==> src/rtl/wb_arb_pkg.sv <==
// Shared types for the two-master Wishbone arbiter: FSM encoding, the
// data returned on a watchdog abort, and the fair-arbitration decision.
package wb_arb_pkg;

    typedef enum logic [1:0] {
        ARB_IDLE = 2'd0,
        ARB_GNT0 = 2'd1,
        ARB_GNT1 = 2'd2
    } arb_state_t;

    localparam logic [31:0] TIMEOUT_DATA = 32'h0;

    // last = 1 means m1 owned the bus most recently, so m0 wins a tie.
    function automatic arb_state_t arbitrate(input logic req0, input logic req1, input logic last);
        arb_state_t nxt;
        if (req0 && req1) nxt = last ? ARB_GNT0 : ARB_GNT1;
        else if (req0)    nxt = ARB_GNT0;
        else if (req1)    nxt = ARB_GNT1;
        else              nxt = ARB_IDLE;
        return nxt;
    endfunction

endpackage

==> src/rtl/wb_watchdog.sv <==
// Bus watchdog: counts strobed cycles without ACK and fires when the count
// reaches TIMEOUT_CYCLES. TIMEOUT_CYCLES = 0 disables it.
module wb_watchdog #(
    parameter int TIMEOUT_CYCLES = 255
) (
    input  logic clk,
    input  logic rst,
    input  logic active,
    input  logic ack,
    output logic fire
);

    localparam int CW = (TIMEOUT_CYCLES > 0) ? $clog2(TIMEOUT_CYCLES + 1) : 1;
    localparam logic [CW-1:0] LIMIT   = CW'(TIMEOUT_CYCLES);
    localparam logic [CW-1:0] CNT_MAX = '1;

    logic [CW-1:0] count;

    // A real ACK in the firing cycle suppresses the abort.
    assign fire = (TIMEOUT_CYCLES != 0) && active && !ack && (count == LIMIT);

    always_ff @(posedge clk or posedge rst) begin
        if (rst) begin
            count <= '0;
        end else if (!active || ack || fire) begin
            count <= '0;
        end else if (count != CNT_MAX) begin
            count <= count + CW'(1);
        end
    end

endmodule

==> src/rtl/wb_arbiter2.sv <==
// Two-master Wishbone B4 arbiter: holds a grant for a master's whole CYC,
// alternates on contention, and aborts accesses the slave never acknowledges.
module wb_arbiter2
    import wb_arb_pkg::*;
#(
    parameter int TIMEOUT_CYCLES = 255
) (
    input  logic        clk,
    input  logic        rst,
    input  logic        m0_cyc,
    input  logic        m0_stb,
    input  logic        m0_we,
    input  logic [31:0] m0_adr,
    input  logic [31:0] m0_dat_o,
    output logic [31:0] m0_dat_i,
    output logic        m0_ack,
    input  logic        m1_cyc,
    input  logic        m1_stb,
    input  logic        m1_we,
    input  logic [31:0] m1_adr,
    input  logic [31:0] m1_dat_o,
    output logic [31:0] m1_dat_i,
    output logic        m1_ack,
    output logic        s_cyc,
    output logic        s_stb,
    output logic        s_we,
    output logic [31:0] s_adr,
    output logic [31:0] s_dat_o,
    input  logic [31:0] s_dat_i,
    input  logic        s_ack,
    output logic [1:0]  grant,
    output logic        timeout,
    output logic [1:0]  arb_state
);

    arb_state_t state_q;
    arb_state_t state_d;
    logic       last_q;
    logic       gnt0;
    logic       gnt1;
    logic       active;
    logic       fire;

    assign gnt0 = (state_q == ARB_GNT0);
    assign gnt1 = (state_q == ARB_GNT1);

    always_comb begin
        state_d = state_q;
        unique case (state_q)
            ARB_IDLE: state_d = arbitrate(m0_cyc, m1_cyc, last_q);
            ARB_GNT0: if (!m0_cyc) state_d = arbitrate(m0_cyc, m1_cyc, last_q);
            ARB_GNT1: if (!m1_cyc) state_d = arbitrate(m0_cyc, m1_cyc, last_q);
            default:  state_d = ARB_IDLE;
        endcase
    end

    always_ff @(posedge clk or posedge rst) begin
        if (rst) begin
            state_q <= ARB_IDLE;
            last_q  <= 1'b1;
        end else begin
            state_q <= state_d;
            if (state_d == ARB_GNT0)      last_q <= 1'b0;
            else if (state_d == ARB_GNT1) last_q <= 1'b1;
        end
    end

    assign active = (gnt0 && m0_cyc && m0_stb) || (gnt1 && m1_cyc && m1_stb);

    wb_watchdog #(
        .TIMEOUT_CYCLES(TIMEOUT_CYCLES)
    ) u_watchdog (
        .clk    (clk),
        .rst    (rst),
        .active (active),
        .ack    (s_ack),
        .fire   (fire)
    );

    // On a watchdog abort the slave sees CYC/STB low while the owner gets a synthetic ACK.
    always_comb begin
        s_cyc   = 1'b0;
        s_stb   = 1'b0;
        s_we    = 1'b0;
        s_adr   = '0;
        s_dat_o = '0;
        m0_ack  = 1'b0;
        m1_ack  = 1'b0;
        if (gnt0) begin
            s_cyc   = m0_cyc && !fire;
            s_stb   = m0_stb && !fire;
            s_we    = m0_we;
            s_adr   = m0_adr;
            s_dat_o = m0_dat_o;
            m0_ack  = s_ack || fire;
        end else if (gnt1) begin
            s_cyc   = m1_cyc && !fire;
            s_stb   = m1_stb && !fire;
            s_we    = m1_we;
            s_adr   = m1_adr;
            s_dat_o = m1_dat_o;
            m1_ack  = s_ack || fire;
        end
    end

    assign m0_dat_i  = fire ? TIMEOUT_DATA : s_dat_i;
    assign m1_dat_i  = fire ? TIMEOUT_DATA : s_dat_i;
    assign grant     = {gnt1, gnt0};
    assign timeout   = fire;
    assign arb_state = state_q;

endmodule

==> config.mk <==
export PLATFORM = sky130hd
export DESIGN_NAME = wb_arbiter2
export DESIGN_NICKNAME = d
export VERILOG_FILES = /design/src/rtl/wb_arb_pkg.sv /design/src/rtl/wb_watchdog.sv /design/src/rtl/wb_arbiter2.sv
export SDC_FILE = /design/constraint.sdc
export NUM_CORES = 1
export LEC_CHECK = 0
export CAP_MARGIN = 30
export CORE_AREA = 2 2 119 121
export DETAILED_ROUTE_END_ITERATION = 16
export DIE_AREA = 0 0 121 123
export SLEW_MARGIN = 30
export SYNTH_ARGS = -nofsm -noshare
export SYNTH_HDL_FRONTEND = slang
export SYNTH_SLANG_ARGS = --single-unit
==> constraint.sdc <==
create_clock -name clk -period 6.1 [get_ports clk]
set_clock_uncertainty 0.05 [all_clocks]
set_input_delay 1.83 -clock clk [delete_from_list [all_inputs] [get_ports clk]]
set_output_delay 1.83 -clock clk [all_outputs]
set_load 0.02 [all_outputs]
Yosys cells after proc, flatten, opt, wreduce, memory -nomap -nowiden
Cells that the tools add are included.
{"block": "totals", "inputBits": 169, "reg_bits": 11}
{"block": "classes", "muxes": 28, "reduce_logical": 21, "addsub": 1, "n_eq_ne": 6}
{"operator": "$mux W32", "count": 5}
{"operator": "$mux W2", "count": 8}
{"operator": "$mux W8", "count": 2}
{"operator": "$mux W1", "count": 12}
{"operator": "$logic_and A1 B1 Y1", "count": 11}
{"operator": "$add A8 B1 Y8 const B", "count": 1}
{"operator": "$eq A8 B8 Y1 const B", "count": 1}
{"operator": "$ne A8 B8 Y1 const B", "count": 1}
{"operator": "$pmux W2 S3", "count": 1}
{"operator": "$eq A2 B1 Y1 const B", "count": 2}
{"operator": "$eq A2 B2 Y1 const B", "count": 2}
{"operator": "$logic_or A1 B1 Y1", "count": 4}
{"operator": "$reduce_bool A2 Y1", "count": 2}
{"operator": "$logic_not A1 Y1", "count": 3}
{"operator": "$logic_not A2 Y1", "count": 1}

Depth between registers and ports, before layout
Gate-level depths: netlist of the first run.
{"block": "depth", "word_depth": 10, "mapped_depth": 6, "ltp_nobuf": 5}

Modules after synthesis
Synthesis of the first run repeated with hierarchy kept, for this count alone.
{"block": "hier_totals", "cells_unflattened": 221, "hier_area_um2": 1798.0}
{"module": "wb_arbiter2", "cells_per_inst": 179, "seq_area_each_um2": 76.3, "area_per_inst_um2": 1401.3, "n_inst": 1}
{"module": "wb_watchdog", "cells_per_inst": 42, "seq_area_each_um2": 200.2, "area_per_inst_um2": 396.6, "n_inst": 1}

Worst setup path before layout of the first run
Ideal clock, no wire load.
{"block": "synth_timing", "kind": "input to output", "from": "in m1_stb", "to": "out m1_dat_i[30]", "t_arrival_ns": 3.051, "path_slack_ns": 1.169, "stages": 5, "n_path_buf": 2, "path_cell_list": "nand4b_4 -> a2111oi_4 -> buf_6 -> nor2b_1 -> buf_4"}
{"block": "synth_between", "elab_chain_len": 5}
{"item": "start: declaration", "line": "wb_arbiter2.sv:18", "text": "input logic m1_stb,"}
{"item": "$logic_and A1 B1 Y1", "line": "wb_arbiter2.sv:68", "text": "assign active = (gnt0 && m0_cyc && m0_stb) || (gnt1 && m1_cyc && m1_stb);"}
{"item": "$logic_or A1 B1 Y1", "line": "wb_arbiter2.sv:68"}
{"item": "$logic_and A1 B1 Y1 (2 in a row)", "line": "wb_watchdog.sv:20", "text": "assign fire = (TIMEOUT_CYCLES != 0) && active && !ack && (count == LIMIT);"}
{"item": "named net timeout", "line": "wb_arbiter2.sv:32", "text": "output logic timeout,"}
{"item": "$mux W32"}
{"item": "end: declaration", "line": "wb_arbiter2.sv:22", "text": "output logic [31:0] m1_dat_i,"}
The timed path passes the listed nets, and every way through them passes these cells.

Worst setup path after layout of the first run
{"block": "layout_timing", "from": "in m1_cyc", "to": "out m0_dat_i[2]"}
{"block": "layout_between", "elab_chain_len": 6}
{"item": "start: declaration", "line": "wb_arbiter2.sv:17", "text": "input logic m1_cyc,"}
{"item": "$logic_and A1 B1 Y1 (2 in a row)", "line": "wb_arbiter2.sv:68"}
{"item": "$logic_or A1 B1 Y1", "line": "wb_arbiter2.sv:68"}
{"item": "$logic_and A1 B1 Y1 (2 in a row)", "line": "wb_watchdog.sv:20"}
{"item": "$mux W32", "line": "wb_arbiter2.sv:106", "text": "assign m0_dat_i = fire ? TIMEOUT_DATA : s_dat_i;"}
{"item": "end: declaration", "line": "wb_arbiter2.sv:15", "text": "output logic [31:0] m0_dat_i,"}
No other way between the ends.

==> flow_summary.toml, run 1 <==
[placement]
dp_cells = 652
dpl.hpwl_microns = 9320
place_congestion = 0.743
io_buffers = 306

[logic_synthesis]
syn-num-nets = 384
synth_common_cells = "a22o_1 (65), buf_4 (34), nor2b_1 (24)"
synth_area_leaders = "a22o_1 (32%), buf_4 (14%), dfrtp_1 (14%)"
synth.top_cell.area_share_pct = 31.7
yosys_warnings = 0
yosysMostFrequentCell = "a22o_1"
yosys.area.top_type = "a22o_1"
ys_async_sr_fraction_pct = 100
synth_edf_count = 0
ys_seq_area_share_pct = 15.4
netlist_area_sq_mm = 0.00180
synthFlopType = "dfrtp_1"
avgSynthCellArea_sq_um = 8.43
ys_ff_latch = 11
synthCells = 213
ys_types = 38

[sta]
max_freq_mhz = 169
min_period_ns = 5.91
rsz0062_at_grt = "no"
drv_slew = 0
worst_pin_slew_ns = 0.692
final.period_utilization_pct = 96.8
finalSetupTns_ns = 0
relSlewSlack_pct = 53.9
holdWs_ns = 0.429
finalSetupViolCount = 0
hold_viol = 0

[route]
routedWlPerCell_microns = 16.0
dr.pass1.iters = 4
routed-via-count = 2682
postRouteAntennaNets = 0
drt_iter0_markers = 76
drt_wl_total_microns = 10500
avgViaCountPerCell = 4.09
drcViolationCount = 0

[finish]
seqCellArea_sq_um = 277
synthToLayoutAreaGrowth_pct = 171
fin_util_pct = 35.8
drive_gt1_share_pct = 5.04
multi_input_area_sq_mm = 0.00116
final_nets = 648
antenna_cells = 0
fill_cells = 1373
fin_cells = 656

[clock_tree]
cts_buffer_depth = 2
ctsResizeCount = 0
cts_tree = "yes"
cts_hold_buffers = 0
post-cts-setup-buffers = 0
h-tree-depth = 1
clkLatencyLatePin_ns = 0.24
cts_sinks = 11
path_clk_slew_ns = 0.04
numCtsBuffers = 3
root_buffer = "clkbuf_16"

[worst_setup_path]
cpMaxStageDelayCell = "clkdlybuf4s50_1"
critical_path_class = "input pin to output pin"
worstPathMaxFanout = 35
timing.rr.start = "arb_state[1]"
cp-startpoint = "m1_cyc"
critPathMaxStageDelay_ns = 0.59
critical-path-top-delay-family = "buffers and inverters"
path_cells = "clkdlybuf4s50_1, nand4b_4, a2111oi_4, buf_12, and2b_1, clkdlybuf4s50_1"
cp.required_ns = 4.22
cp_common_cell = "clkdlybuf4s50_1"
crit_path_end_kind = "output pin"
crit_buf_inv = 3
critical_path_arrival_ns = 4.03
crit_path_start_kind = "input pin"

[global_routing]
grt_max_degree = 69
grt_first_pass_wirelength_microns = 14600
grt_pass1_vias = 2770
antenna_found_initial = 0
grt_usage_pct = 12.7
grt_overflow = 0

[min_path]
hold_start = "last_q"
hold_class = "flip-flop to flip-flop"

[die]
die-width_microns = 121
ios = 307
die-height_microns = 123
coreArea_sq_mm = 0.0136
initial_core_util_pct = 13.2
rows = 43
dieArea_sq_mm = 0.0149

[pwr]
power_mw = 0.930
ir_drop_mv = 0.0806
power_leakage_nw = 1.85
p_per_area_mw_per_mm2 = 191

[run]
maxCapViolations = 0

[status]
outcome = "finished, final reports clean"
[sequential cells by signal, indices dropped and copies added (netlist names)]
name              flops
arb_state             2
u_watchdog.count      8
last_q                1
[worst reg2reg max path: stages (launching register included)]
cell and delay [ns]:
dfrtp_1 0.51, inv_1 0.11, a21oi_1 0.19, o21ai_0 0.14
ha_1 0.31, mux2i_1 0.18
[cell families (layout without fill, tap and decap cells)]
kind of cell	after synthesis	after routing	synth area share, %
flip-flops	11	11	15.4
XOR/XNOR	3	3	1.46
buffers and inverters	56	319	20.4
AND/OR/NAND/NOR	58	58	21.7
AO/OA/AOI/OAI	82	82	39.1
adder cells (fa/ha/maj)	2	2	1.39
multiplexers	1	1	0.558
[layout by cell type, fill, tap and decap left out, types with 5 or more instances in the layout]
| master | count |
|---|---|
| a22o_1 | 65 |
| buf_4 | 5 |
| clkdlybuf4s50_1 | 306 |
| dfrtp_1 | 10 |
| nor2_1 | 5 |
| nor2b_1 | 23 |
| nor2b_2 | 6 |
[final cells by class]
cell class | count | share of cell area [%]
well taps | 180 | 4.62
inverters | 3 | 0.231
clock buffers | 4 | 1.62
flip-flops and latches | 11 | 5.67
multi-input cells | 146 | 23.8
repair buffers | 312 | 64.0
[final timing paths]
| kind | slack (ns) | end | cells after the start |
|---|---|---|---|
| max in group asynchronous | 3.77 | last_q | 2 |
| min in group asynchronous | 1.89 | u_watchdog.count[3] | 2 |
| worst min register to register | 0.43 | last_q | 2 |
| worst max-delay path | 0.19 | m0_dat_i[2] | 6 |
| worst min-delay path | 0.43 | last_q | 2 |
| worst max register to register | 4.53 | last_q | 5 |
[per-layer routing]
metal	GRT usage, %	wire length (microns)
met1	12.2	3460
met5	0	0
met2	26.3	5780
met4	3.63	176
met3	3.37	1070
[per-stage QoR]
stage	setup slack [ns]	cell area [sq um]
after floorplan	1.17	1800
after global placement	0.257	4790
after detailed placement	0.178	4790
final	0.193	4870
after CTS	0.170	4870
after global routing	0.0984	4870
[power by group]
part           internal (mW)  total, mW  switching (mW)  leakage (nW)
Combinational          0.383      0.719           0.336          1.66
Sequential            0.0810     0.0914          0.0104         0.147
Clock                 0.0877      0.120          0.0319        0.0382
Note: power is estimated with default switching activity, not from simulation.
==> inputs of run 2 (changes only) <==
--- a/config.mk
+++ b/config.mk
@@ -12,4 +12,5 @@
 export SLEW_MARGIN = 30
 export SYNTH_ARGS = -nofsm -noshare
 export SYNTH_HDL_FRONTEND = slang
+export SYNTH_HIERARCHICAL = 1
 export SYNTH_SLANG_ARGS = --single-unit
==> run 2 against run 1 <==
- via count rose by 2.7%
- die area did not move
- register-to-register slack got worse by 0.25 ns
- critical path type unchanged
- critical endpoint is now m0_dat_i[4]
- sequential cell count did not move
- combinational power rose by 29%
- maximum frequency rose by 0.78%
- sequential share of layout area barely moved
- power rose by 23%
- worst hold slack got worse by 0.0020 ns
- cell count rose by 1.7%
- global-route usage rose by 1.6 points
- clock power barely moved
==> flow_summary.toml, run 2 <==
[finish]
fin_util_pct = 36.1
drive_gt1_share_pct = 3.90
final_cell_mix = "clkdlybuf4s50_1 (306), a22o_1 (65), nor2b_1 (34)"
multi_input_area_sq_mm = 0.00114
antenna_cells = 0
largest_reg_flops = 8
fill_cells = 1358
regMostFlops = "u_watchdog/count"
seqCellArea_sq_um = 277
final_nets = 659
fin_cells = 667
synthToLayoutAreaGrowth_pct = 173
final_common_cell = "clkdlybuf4s50_1"

[die]
dieArea_sq_mm = 0.0149
ios = 307
initial_core_util_pct = 13.2
coreArea_sq_mm = 0.0136
rows = 43
die-width_microns = 121
die-height_microns = 123

[run]
maxCapViolations = 0

[worst_setup_path]
crit_path_end_kind = "output pin"
path_depth = 9
rr_endpoint = "u_watchdog/count[3]"
critical-path-top-delay-family = "buffers and inverters"
worstPathMaxFanout = 19
crit_path_start_kind = "input pin"
cp.required_ns = 4.22
cp-endpoint = "m0_dat_i[4]"
cp-startpoint = "m0_cyc"
path_cells = "clkdlybuf4s50_1, nand2b_1, o21ai_0, nand2_1, nor4_4, buf_12, buf_12, nor2b_1, clkdlybuf4s50_1"
critical_path_arrival_ns = 3.98
cpMaxStageDelayCell = "clkdlybuf4s50_1"
reg2reg_slack_ns = 4.28
critical_path_class = "input pin to output pin"
reg2regPathDepth = 4
timing.rr.start = "u_watchdog/count[0]"
crit_buf_inv = 4
critPathMaxStageDelay_ns = 0.56

[sta]
rsz0062_at_grt = "no"
relSlewSlack_pct = 50.6
holdWs_ns = 0.427
worst_pin_slew_ns = 0.732
drv_slew = 0
final.period_utilization_pct = 96.1
max_freq_mhz = 171
min_period_ns = 5.86
finalSetupViolCount = 0
finalSetupTns_ns = 0
hold_viol = 0

[route]
routedWlPerCell_microns = 17.9
avgViaCountPerCell = 4.13
drt_iter0_markers = 83
drt_wl_total_microns = 11900
postRouteAntennaNets = 0
routed-via-count = 2754
dr.pass1.iters = 4
drcViolationCount = 0

[clock_tree]
path_clk_slew_ns = 0.04
cts_tree = "yes"
numCtsBuffers = 3
h-tree-depth = 1
post-cts-setup-buffers = 0
cts_buffer_depth = 2
cts_sinks = 11
root_buffer = "clkbuf_16"
clkLatencyLatePin_ns = 0.24

[logic_synthesis]
synth.top_cell.area_share_pct = 31.7
synth_edf_count = 0
ys_types = 37
yosys.area.top_type = "a22o_1"
avgSynthCellArea_sq_um = 8.14
synthCells = 221
synth_area_leaders = "a22o_1 (32%), buf_4 (16%), dfrtp_1 (14%)"
syn-num-nets = 392
ys_seq_area_share_pct = 15.4
yosysMostFrequentCell = "a22o_1"
netlist_area_sq_mm = 0.00180
synth_common_cells = "a22o_1 (65), buf_4 (38), nor2b_1 (34)"
yosys_warnings = 6
ys_async_sr_fraction_pct = 100
synthFlopType = "dfrtp_1"
ys_ff_latch = 11

[global_routing]
grt_first_pass_wirelength_microns = 16300
grt_max_degree = 67
grt_pass1_vias = 2768
grt_overflow = 0
grt_usage_pct = 14.3
antenna_found_initial = 0

[pwr]
ir_drop_mv = 0.102
p_per_area_mw_per_mm2 = 234
power_leakage_nw = 1.91

[status]
outcome = "finished, final reports clean"

[placement]
place_congestion = 0.885
io_buffers = 306
dpl.hpwl_microns = 10100
dp_cells = 662

[min_path]
holdPathStages = 2
hold_class = "flip-flop to flip-flop"
run 2: cell count changes in the layout (fill, tap and decap cells not counted), sizes merged, moves of 2 or more:
cell    previous run  this run
nor2               6         9
nand2b             0         4
and2b              4         0
buf                6         8
nand3b             0         2
nor2b             30        35
o21a               3         0
a211oi             2         0
nand2              3         7
inv                3         6
nand4              2         0
nor3               2         0
run 2: final cells by class:
class / instances / area share, %
tap: 180 / 4.59
inverter: 6 / 0.510
timing repair buffer: 314 / 64.5
sequential: 11 / 5.63
multi-input combinational: 152 / 23.1
clock buffer: 4 / 1.61
run 2: per-stage QoR:
step	worst slack, ns	power [mW]	cell area (sq um)
5_1_grt	0.0823	1.20	4910
3_3_place_gp	0.0869	1.01	4800
2_1_floorplan	0.438	0.574	1800
3_5_place_dp	0.0990	1.02	4800
6_report	0.238	1.15	4910
4_1_cts	0.0716	1.15	4880
run 2: repair_timing:
| item | CTS | global route |
|---|---|---|
| hold buffers | 0 | 0 |
| setup endpoints to repair | 0 | 41 |
| resized for setup | 0 | 0 |
run 2: where the power goes:
group	internal (mW)	switching, mW	total (mW)
Sequential	0.0826	0.0132	0.0957
Clock	0.0878	0.0334	0.121
Combinational	0.477	0.453	0.930
Total	0.647	0.500	1.15
run 2: worst min-delay path by stage:
stage                     startpoint     end  slack [ns]
after global routing          last_q  last_q        0.46
final                         last_q  last_q        0.43
after global placement        last_q  last_q        0.42
after CTS                     last_q  last_q        0.43
after floorplan               last_q  last_q        0.41
after detailed placement      last_q  last_q        0.42
run 2: worst min-delay path, cell delays in order (launching register included):
cell	delay, ns
dfstp_2	0.37
inv_1	0.05
mux2i_1	0.06
run 2: routing by layer:
metal  vias up  wire, microns  global-route usage (%)
met2       173           5990                    27.4
met3         7           1390                    4.84
met1      1258           4440                    15.3
met5         -              0                       0
li1       1316              -                       -
met4         0            107                    2.54
run 2: cell families after synthesis:
logic type	share of synthesized area, %
flip-flops	15.4
XOR/XNOR	1.46
buffers and inverters	22.5
multiplexers	0.557
AO/OA/AOI/OAI	36.7
adder cells (fa/ha/maj)	1.39
AND/OR/NAND/NOR	21.9
==> inputs of run 3 (changes only) <==
--- a/config.mk
+++ b/config.mk
@@ -5,10 +5,11 @@
 export SDC_FILE = /design/constraint.sdc
 export NUM_CORES = 1
 export LEC_CHECK = 0
+export ABC_AREA = 1
 export CAP_MARGIN = 30
-export CORE_AREA = 2 2 119 121
+export CORE_AREA = 2 2 120 122
 export DETAILED_ROUTE_END_ITERATION = 16
-export DIE_AREA = 0 0 121 123
+export DIE_AREA = 0 0 122 124
 export SLEW_MARGIN = 30
 export SYNTH_ARGS = -nofsm -noshare
 export SYNTH_HDL_FRONTEND = slang
==> run 3 against run 2 <==
- combinational power rose by 33%
- cell area rose by 3.2%
- sequential power rose by 4%
- global-route usage fell by 2.1 points
- sequential cell count did not move
- sequential share of layout area fell by 0.18 points
- power rose by 28%
- synthesized cell count rose by 84%
- die area rose by 1.6%
- first-iteration DRC count rose by 11%
- register-to-register slack got worse by 0.58 ns
- critical endpoint is now m0_ack
- largest cell class unchanged
==> flow_summary.toml, run 3 <==
[status]
outcome = "finished, final reports clean"

[clock_tree]
clkLatencyLatePin_ns = 0.24
cts_sinks = 11
path_clk_slew_ns = 0.04
cts_hold_buffers = 0
numCtsBuffers = 3
cts_buffer_depth = 2
ctsResizeCount = 0
root_buffer = "clkbuf_16"
post-cts-setup-buffers = 0
h-tree-depth = 1
cts_tree = "yes"

[logic_synthesis]
syn-num-nets = 578
avgSynthCellArea_sq_um = 4.92
synth-compound-area-share_pct = 1.88
synth_top_family_by_area = "simple AND/OR/NAND/NOR gates"
ys_async_sr_fraction_pct = 100
synth_edf_count = 0
synthSimpleGateAreaFrac_pct = 56.2
ys_types = 21
yosysMostFrequentCell = "nand2_1"
ys_ff_latch = 11
yosys.area.top_type = "nand2_1"
synthAdderAreaFrac_pct = 1.25
synth_common_cells = "nand2_1 (221), nor2_1 (47), inv_1 (45)"
ys_seq_area_share_pct = 13.8
synthMuxAreaShare_pct = 0
yosys_warnings = 6
synthFlopType = "dfrtp_1"
synthCells = 407
netlist_area_sq_mm = 0.00200
synth_area_leaders = "nand2_1 (41%), buf_4 (14%), dfrtp_1 (13%)"
synth_xor_area_share_pct = 0.876
synth.top_cell.area_share_pct = 41.5

[die]
dieArea_sq_mm = 0.0151
initial_core_util_pct = 14.6
ios = 307
die-height_microns = 124
coreArea_sq_mm = 0.0137
rows = 43
die-width_microns = 122

[worst_setup_path]
crit_path_start_kind = "input pin"
crit_path_end_kind = "output pin"
worstPathMaxFanout = 35
critical_path_class = "input pin to output pin"
cp.required_ns = 4.22
reg2regPathDepth = 8
critical_path_arrival_ns = 3.90

[finish]
final_cell_mix = "clkdlybuf4s50_1 (306), nand2_1 (221), nor2_1 (47)"
final_common_cell = "clkdlybuf4s50_1"
drive_gt1_share_pct = 2.39
synthToLayoutAreaGrowth_pct = 153
antenna_cells = 0
final_nets = 841
regMostFlops = "u_watchdog/count"
largest_reg_flops = 8

[sta]
min_period_ns = 5.78
rsz0062_at_grt = "no"
finalSetupViolCount = 0
relSlewSlack_pct = 49.5
drv_slew = 0
max_freq_mhz = 173
hold_viol = 0
finalSetupTns_ns = 0
final.period_utilization_pct = 94.7
worst_pin_slew_ns = 0.757

[global_routing]
antenna_found_initial = 0
grt_max_degree = 72
grt_usage_pct = 12.2
grt_pass1_vias = 2866
grt_overflow = 0
grt_first_pass_wirelength_microns = 14900

[route]
dr.pass1.iters = 5
routedWlPerCell_microns = 12.5
avgViaCountPerCell = 3.69
drcViolationCount = 0
postRouteAntennaNets = 0
routed-via-count = 3137
drt_wl_total_microns = 10600
drt_iter0_markers = 92

[placement]
io_buffers = 306
place_congestion = 0.738
dpl.hpwl_microns = 8790

[pwr]
p_per_area_mw_per_mm2 = 289
power_leakage_nw = 2.36
ir_drop_mv = 0.136
power_mw = 1.46

[min_path]
hold_class = "flip-flop to flip-flop"
holdPathStages = 1

[run]
maxCapViolations = 0
[run 3: changes by cell type in the layout (fill, tap and decap cells not counted), sizes merged, moves of 2 or more]
cell,delta
nand2,+216
nand3b,-2
nor2,+42
o21a,+2
a22o,-65
buf,-4
nor2b,-35
nand2b,-4
nand3,+9
inv,+40
a21oi,-4
[run 3: cells by family (layout without fill, tap and decap cells)]
group | Yosys count | count (layout)
buf+inv | 98 | 360
xor+xnor | 2 | 2
fa+ha+maj | 2 | 2
compound gates | 6 | 6
flops | 11 | 11
simple gates | 288 | 288
[run 3: metal layers]
metal | global-route usage [%] | up-vias | part of all wire [%]
met5 | 0 | - | 0
met4 | 2.01 | 0 | 0.51
met3 | 2.52 | 5 | 9.1
met2 | 22.5 | 139 | 50
met1 | 14.9 | 1319 | 40
li1 | - | 1674 | -
[run 3: critical path, cell delays in order]
cell	delay, ns
clkdlybuf4s50_1	0.56
nand3_1	0.10
nand2_1	0.10
inv_1	0.06
nor3_2	0.27
buf_12	0.23
o21a_1	0.15
clkdlybuf4s50_1	0.60
[run 3: area by class of cell]
class / instances / area [sq um]
fillers: 1477 / 8650
repair buffers: 310 / 3110
multi-input cells: 298 / 1210
flip-flops and latches: 11 / 277
well taps: 180 / 225
inverters: 46 / 173
clock buffers: 4 / 78.8
[run 3: per-stage QoR]
step                hold slack (ns)  utilization (%)  instance area [sq um]  worst slack (ns)  std cells
finish                        0.431             36.9                   5070             0.324        849
global route                  0.447             36.9                   5070             0.176        849
CTS                           0.433             36.9                   5070             0.290        849
floorplan                     0.403                -                   2000             0.729        407
detailed placement            0.426             36.4                   4990             0.313        845
global placement              0.419             36.4                   4990             0.333        845
[run 3: worst paths after layout]
path | startpoint | endpoint | slack (ns)
setup / recovery | m1_cyc | m0_ack | 0.32
hold / removal | u_watchdog/count[0] | u_watchdog/count[0] | 0.43
setup reg to reg | arb_state[1] | last_q | 3.70
hold reg to reg | u_watchdog/count[0] | u_watchdog/count[0] | 0.43
max in group asynchronous | rst | u_watchdog/count[6] | 3.94
min in group asynchronous | rst | arb_state[0] | 1.73
[run 3: report_power, final]
part           switching (mW)  internal (mW)
logic                   0.676          0.565
registers              0.0135         0.0868
clock network          0.0347         0.0880
